`src/rtl/eva_intr_pkg.sv`:
```
// Shared constants and helpers for the EVA interrupt collector.
package eva_intr_pkg;

    localparam int   EVA_INTR_MAX   = 64;
    localparam int   OVF_W          = 16;
    localparam logic EVA_INTR_EDGE  = 1'b0;
    localparam logic EVA_INTR_LEVEL = 1'b1;

    function automatic logic [OVF_W-1:0] sat_inc16(input logic [OVF_W-1:0] v);
        return (v == '1) ? v : v + 16'd1;
    endfunction

endpackage

```
`src/rtl/eva_sync_fifo.sv`:
```
// First-word-fall-through synchronous FIFO; a pop frees a slot for a same-cycle push when full.
module eva_sync_fifo #(
    parameter int WIDTH = 8,
    parameter int DEPTH = 8
) (
    input  logic                   aclk,
    input  logic                   arest_n,
    input  logic                   push,
    input  logic [WIDTH-1:0]       din,
    input  logic                   pop,
    output logic [WIDTH-1:0]       dout,
    output logic                   full,
    output logic                   empty,
    output logic [$clog2(DEPTH):0] level
);

    localparam int AW = $clog2(DEPTH);

    logic [DEPTH-1:0][WIDTH-1:0] mem;
    logic [AW-1:0]               wr_ptr;
    logic [AW-1:0]               rd_ptr;
    logic                        wr_en;
    logic                        rd_en;

    assign empty = (level == '0);
    assign full  = (level == (AW+1)'(DEPTH));
    assign rd_en = pop & ~empty;
    assign wr_en = push & (~full | rd_en);
    // Head is forced to zero while empty so stale storage never leaks out.
    assign dout  = empty ? '0 : mem[rd_ptr];

    always_ff @(posedge aclk) begin
        if (wr_en) mem[wr_ptr] <= din;
    end

    always_ff @(posedge aclk or negedge arest_n) begin
        if (!arest_n) begin
            wr_ptr <= '0;
            rd_ptr <= '0;
            level  <= '0;
        end else begin
            if (wr_en) wr_ptr <= wr_ptr + 1'b1;
            if (rd_en) rd_ptr <= rd_ptr + 1'b1;
            case ({wr_en, rd_en})
                2'b10:   level <= level + 1'b1;
                2'b01:   level <= level - 1'b1;
                default: level <= level;
            endcase
        end
    end

endmodule

```
`src/rtl/eva_intr_collector.sv`:
```
// Interrupt collector: edge/level capture, pending bits with ack, timestamped event FIFO.
module eva_intr_collector
    import eva_intr_pkg::*;
#(
    parameter int NUM_INTR   = 32,
    parameter int FIFO_DEPTH = 8,
    parameter int TS_W       = 32
) (
    input  logic                        aclk,
    input  logic                        arest_n,
    input  logic [NUM_INTR-1:0]         intr_in,
    input  logic [NUM_INTR-1:0]         intr_mask,
    input  logic [NUM_INTR-1:0]         level_mode,
    input  logic                        ack_valid,
    input  logic [NUM_INTR-1:0]         ack_vec,
    output logic                        evt_valid,
    input  logic                        evt_ready,
    output logic [NUM_INTR-1:0]         evt_vec,
    output logic [TS_W-1:0]             evt_ts,
    output logic [NUM_INTR-1:0]         pending,
    output logic [$clog2(FIFO_DEPTH):0] fifo_level,
    output logic [OVF_W-1:0]            ovf_cnt
);

    logic [NUM_INTR-1:0] intr_ff;
    logic [NUM_INTR-1:0] rise;
    logic [NUM_INTR-1:0] trig;
    logic [NUM_INTR-1:0] ack_clr;
    logic [TS_W-1:0]     ts;
    logic                push;
    logic                pop;
    logic                full;
    logic                empty;
    logic                drop;

    assign rise = intr_in & ~intr_ff;
    // Level channels fire only while not already pending, so an ack re-arms them.
    assign trig = intr_mask & ((~level_mode & rise) | (level_mode & intr_in & ~pending));
    assign ack_clr = ack_valid ? (ack_vec & ~trig) : '0;

    assign push      = |trig;
    assign evt_valid = ~empty;
    assign pop       = evt_valid & evt_ready;
    assign drop      = push & full & ~pop;

    always_ff @(posedge aclk or negedge arest_n) begin
        if (!arest_n) begin
            intr_ff <= '0;
            pending <= '0;
            ts      <= '0;
            ovf_cnt <= '0;
        end else begin
            intr_ff <= intr_in;
            pending <= (pending | trig) & ~ack_clr;
            ts      <= ts + 1'b1;
            if (drop) ovf_cnt <= sat_inc16(ovf_cnt);
        end
    end

    eva_sync_fifo #(
        .WIDTH (NUM_INTR + TS_W),
        .DEPTH (FIFO_DEPTH)
    ) u_fifo (
        .aclk    (aclk),
        .arest_n (arest_n),
        .push    (push),
        .din     ({trig, ts}),
        .pop     (pop),
        .dout    ({evt_vec, evt_ts}),
        .full    (full),
        .empty   (empty),
        .level   (fifo_level)
    );

endmodule

```
`config.mk`:
```
export PLATFORM = sky130hd
export DESIGN_NAME = eva_intr_collector
export DESIGN_NICKNAME = d
export VERILOG_FILES = /design/src/rtl/eva_intr_pkg.sv /design/src/rtl/eva_sync_fifo.sv /design/src/rtl/eva_intr_collector.sv
export SDC_FILE = /design/constraint.sdc
export NUM_CORES = 1
export LEC_CHECK = 0
export ABC_CLOCK_PERIOD_IN_PS = 8150
export CAP_MARGIN = 20
export CORE_MARGIN = 10
export CORE_UTILIZATION = 50
export CTS_CLUSTER_SIZE = 40
export DETAILED_ROUTE_END_ITERATION = 8
export PLACE_DENSITY = 0.72
export SLEW_MARGIN = 20
export SYNTH_ARGS = -nofsm -noshare
export SYNTH_HDL_FRONTEND = slang
export SYNTH_SLANG_ARGS = --single-unit
```
`constraint.sdc`:
```
create_clock -name aclk -period 8.15 [get_ports aclk]
set_clock_uncertainty 0.15 [all_clocks]
set_input_delay 1.63 -clock aclk [delete_from_list [all_inputs] [get_ports aclk]]
set_output_delay 1.63 -clock aclk [all_outputs]
set_load 0.01 [all_outputs]
```
# Yosys cells after proc, flatten, opt, wreduce, memory -nomap -nowiden
# Cells that the tools add are included.
# Widths: inputs -> output; s select.
# classes
add_sub_neg	6
multipliers	0
div_mod_pow	0
magnitude_cmp	3
n_eq_ne	4
shifts	0
mux	8
bitwise	24
n_reduce_logical	5
# op_table
operator	n
$bwmux 512	1
$and 32x32->32	7
$bmux 64 s3	1
$demux 64 s3	1
$mux 64	3
$not 32->32	5
$or 32x32->32	2
$add 32x1->32 const B	1
$mux 32	1
$reduce_or 32->1	1
$add 16x1->16 const B	1
$eq 16x16->1 const B	1
$lt 3x4->1 const B	2
$pmux 4 s2	1
$add 3x1->3 const B	2
$and 1x1->1	5
$add 4x1->4 const B	1
$eq 4x4->1 const B	1
$logic_not 4->1	1
$not 1->1	4
$sub 4x1->4 const B	1
$ge 3x1->1 const B	1
$eq 2x1->1 const B	1
$eq 2x2->1 const B	1
other kinds (4)	4
# totals
register_bits	634
latchBits	0
ram_bits	0
mem_bits_ro	0
inputBits	132
output_inout_bits	117
wordCells	65
memories	0

# Longest topological paths before layout
# logic_depth
depth_word	10
ltp_mapped	14
ltp_nobuf	12

# Modules after synthesis
# A second synthesis with hierarchy kept.
# hier_totals
cells_unflattened	1311
hier_area_um2	25175.4
# by_module_without_submodules
mod	instances	cells_each	area_per_inst_um2	seq_area_each_um2
eva_sync_fifo	1	878	20149.3	15625.0
eva_intr_collector	1	433	5026.1	2802.7

# Least setup slack after synthesis
# No wires, ideal clock.
# synth_path
path_kind	input to register
startpoint	input port level_mode[27]
endpoint	register u_fifo.mem[256] in the netlist's numbering (enable)
setup_ns	0.667
t_arrival_ns	9.024
required_ns	7.333
path_slack_ns	-1.691
cell_stages	8
path_buffers	2
path_cell_list	mux2i_1 a32oi_1 nand4_1 or4_1 buf_4 nand2b_2 buf_6 nor4b_1
# synth_between
elab_chain_cells	6
elab_cells_between_ends	8
cone_classes	bitwise: 7; reduce/logical: 1
# synth_rtl
item	line_no	source
from (decl)	eva_intr_collector.sv:13	input logic [NUM_INTR-1:0] level_mode,
$and 32x32->32 or $not 32->32 (tied branches)	eva_intr_collector.sv:38	assign trig = intr_mask & ((~level_mode & rise) | (level_mode & intr_in & ~pending));
$and 32x32->32	eva_intr_collector.sv:38	
$or 32x32->32 (*)	eva_intr_collector.sv:38	
$and 32x32->32 (*)	eva_intr_collector.sv:38	
$reduce_or 32->1 (*)	eva_intr_collector.sv:41	assign push = |trig;
$and 1x1->1 (*)	eva_sync_fifo.sv:28	assign wr_en = push & (~full | rd_en);
to (signal, indexed assignment)	eva_sync_fifo.sv:33	if (wr_en) mem[wr_ptr] <= din;
to (decl)	eva_sync_fifo.sv:19	logic [DEPTH-1:0][WIDTH-1:0] mem;
# Mark *: on every way between the ends. The rest lies on a longest branch, timed or not.
# A chain may end at the register's enable or synchronous reset.

# Worst setup path after layout
# layout_path
startpoint	register u_fifo.rd_ptr[0]
endpoint	output port evt_vec[31]
# layout_between
elab_chain_cells	3
# layout_rtl
item	line_no	source
from (decl)	eva_sync_fifo.sv:21	logic [AW-1:0] rd_ptr;
from (signal assigned)	eva_sync_fifo.sv:43	if (rd_en) rd_ptr <= rd_ptr + 1'b1;
$bmux 64 s3	eva_sync_fifo.sv:30	assign dout = empty ? '0 : mem[rd_ptr];
$mux 64 (implied by the code)	eva_sync_fifo.sv:30	
$mux 64	eva_sync_fifo.sv:30	
to (decl)	eva_intr_collector.sv:18	output logic [NUM_INTR-1:0] evt_vec,
# Every way passes these cells. The select of a mux whose other input is x is not followed.

==> results.sh <==
export IMPL_num_rows=81
export IMPL_grt_total_usage=0.181
export IMPL_worstPathRequired_ps=6370
export IMPL_final_antenna_net_count=0
export IMPL_startpoint="u_fifo.rd_ptr[0]"
export IMPL_drive_above_1_share=0.174
export IMPL_fin_crit_ps=5530
export IMPL_antenna_found_initial=0
export IMPL_syn_area_per_cell_um2=19.3
export IMPL_grt_max_degree=65
export IMPL_final_max_slew_viol_count=0
export IMPL_grt_busiest_layer="met2"
export IMPL_grt_pass1_vias=13914
export IMPL_h_tree_depth=3
export IMPL_slowest_stage="dfrtp_4"
export IMPL_wirelength_um=53900
export IMPL_path_cells="buf_4, mux4_2, mux2i_1, nor2_1, clkdlybuf4s50_1"
export IMPL_start_kind="flop"
export IMPL_cts_buffers=66
export IMPL_cp_end_kind="output port"
export IMPL_ys_seq_area_frac=0.740
export IMPL_hold_start="ovf_cnt[6]"
export IMPL_cts_setup_buffers=0
export IMPL_first_pass_iters=5
export IMPL_antenna_cells=0
export IMPL_synth_warnings=0
export IMPL_critPathArrivalTime_ps=3750
export IMPL_die_area_um2=59200
export IMPL_max_slew_margin=0.360
export IMPL_yosys_register_bits=634
export IMPL_hold_path_class="reg2reg"
export IMPL_yosysTopAreaCellShare=0.617
export IMPL_viasPerCell=5.64
export IMPL_cts_sinks=634
export IMPL_cts_resized=0
export IMPL_ctsHoldBuffers=0
export IMPL_min_period_over_period=0.679
export IMPL_ys_types=45
export IMPL_p_total_w=0.0112
export IMPL_path_clk_slew_ps=60
export IMPL_syn2layout_area_growth_pct=22.6
export IMPL_gr_usage_met2=0.306
export IMPL_fp_coreArea_um2=49100
export IMPL_grt_use_met1=0.229
export IMPL_slowest_delay_ps=870
export IMPL_initial_core_util=0.508
export IMPL_synthTopCellsByCount="edfxtp_1 (512), mux4_2 (128), dfrtp_1 (122)"
export IMPL_clkLatencyLatePin_ps=590
export IMPL_rsz0062_at_grt="no"
export IMPL_io_buffers=248
export IMPL_cap_violations=0
export IMPL_path_max_fanout=45
export IMPL_nNetsFinal=1711
export IMPL_hold_viol=0
export IMPL_nFillCells=3546
export IMPL_hpwl_um=31200
export IMPL_synth_edf_count=512
export IMPL_synth_async_reset_ratio=0.192
export IMPL_power_density_nw_per_um2=367
export IMPL_ys_top_cells_by_area="edfxtp_1 (62%), dfrtp_1 (12%), mux4_2 (12%), mux2i_1 (3.9%), xnor2_1 (1.4%)"
export IMPL_gp_congestion=0.792
export IMPL_cts_root_buf="clkbuf_16"
export IMPL_dp_slack_ps=2390
export IMPL_timing_final_ws_setup_ps=2620
export IMPL_clockBufferDepth=3
export IMPL_wl_per_cell_um=23.5
export IMPL_status="finished clean"
export IMPL_ir_worst_vdd_mv=0.233
export IMPL_ys_flop_type="edfxtp_1"
export IMPL_criticalPathCategory="reg2out"
export IMPL_synth_area_um2=24900
export IMPL_cts_tree="done"
export IMPL_grt_met3_usage=0.0457
export IMPL_grt_pass1_wl_um=83300
export IMPL_fp_dieH_um=243
export IMPL_worstMarginPinSlew_ps=960
export IMPL_syn_nets=1427
export IMPL_dr_total_vias=12922
export IMPL_timing_fmax_mhz=181
export IMPL_setup_viol=0
export IMPL_grt_overflow=0
export IMPL_synth_cells=1288
export IMPL_rr_startpoint="pending[4]"
export IMPL_p_leak_nw=11.1
export IMPL_top_level_ports=249
export IMPL_synth_area_leader_cell="edfxtp_1"
export IMPL_synth_most_common_cell="edfxtp_1"
export IMPL_drcViolationCount=0
export IMPL_die_w_um=243
export IMPL_first_iter_violations=857
==> state kept, by name, indices dropped and copies added (netlist names) <==
| name | cells |
|---|---|
| ovf_cnt | 16 |
| u_fifo.mem | 512 |
| ts | 32 |
| pending | 32 |
| intr_ff | 32 |
| u_fifo.wr_ptr | 3 |
| u_fifo.rd_ptr | 3 |
| u_fifo.level | 4 |
==> power by group <==
part	internal [W]	total [W]	switching, W	leakage, nW
clock network	0.00182	0.00305	0.00123	1.08
registers	0.00433	0.00469	0.000352	6.37
logic	0.00173	0.00348	0.00175	3.64
==> critical path: cells and delay by family, from the launching register on <==
kind                   cells  cell delay, ps
multiplexers               2             790
AND/OR/NAND/NOR            1              60
flip-flops                 1             870
buffers and inverters      2            1390
==> layout make-up <==
class                           count  area (um2)  area share
Inverter                            4        15.0    0.000492
Clock buffer                       88        1870      0.0611
Timing Repair Buffer              269        2710      0.0888
Multi-Input combinational cell    597        6290       0.206
Sequential cell                   634       18400       0.604
Tap cell                          664         831      0.0272
Clock inverter                     34         375      0.0123
==> cells by family (layout without fill, tap and decap cells) <==
kind of cell / count (synthesis) / after routing / share of synthesized area
AOI/OAI and AO/OA: 52 / 52 / 0.0163
xor gates and xnor gates: 52 / 52 / 0.0183
adders and majority gates: 7 / 7 / 0.00352
buffers and inverters: 57 / 395 / 0.0100
DFF: 634 / 634 / 0.740
muxes: 230 / 230 / 0.157
and+or+nand+nor: 256 / 256 / 0.0551
==> per-stage QoR <==
step                      std cells  cell area (um2)  utilization  setup TNS, ps  hold slack (ps)
final                          2290            30500        0.622              0              350
after global routing           2290            30500        0.622              0              384
after CTS                      2290            30500        0.622              0              349
after detailed placement       2168            28300        0.577              0              339
after global placement         2168            28300        0.577              0              332
after floorplan                1288            24900            -        -512590              368
==> path summary, 6_finish.rpt <==
check,endpoint,slack [ps],cells past startpoint
max reg2reg,u_fifo.level[2],4100,12
min reg2reg,ovf_cnt[6],350,1
min in group asynchronous,ovf_cnt[14],1010,1
max,evt_vec[31],2620,5
min,ovf_cnt[6],350,1
max in group asynchronous,intr_ff[4],5390,2
==> per-layer routing <==
metal / share of wire / vias up
li1: - / 5689
met1: 0.41 / 6780
met2: 0.50 / 385
met3: 0.068 / 68
met4: 0.018 / 0
met5: 0 / -
==> placed cells by master, fill, tap and decap left out, drive strengths merged, types with 19 or more instances in the layout <==
master,n
dfrtp,122
xnor2,41
mux4,128
clkbuf,88
mux2i,96
nor2,75
edfxtp,512
buf,22
nand3,30
a21o,32
nand2,46
and2,36
clkdlybuf4s50,247
and3,29
clkinv,19
Power figures use the tool's default switching activity.
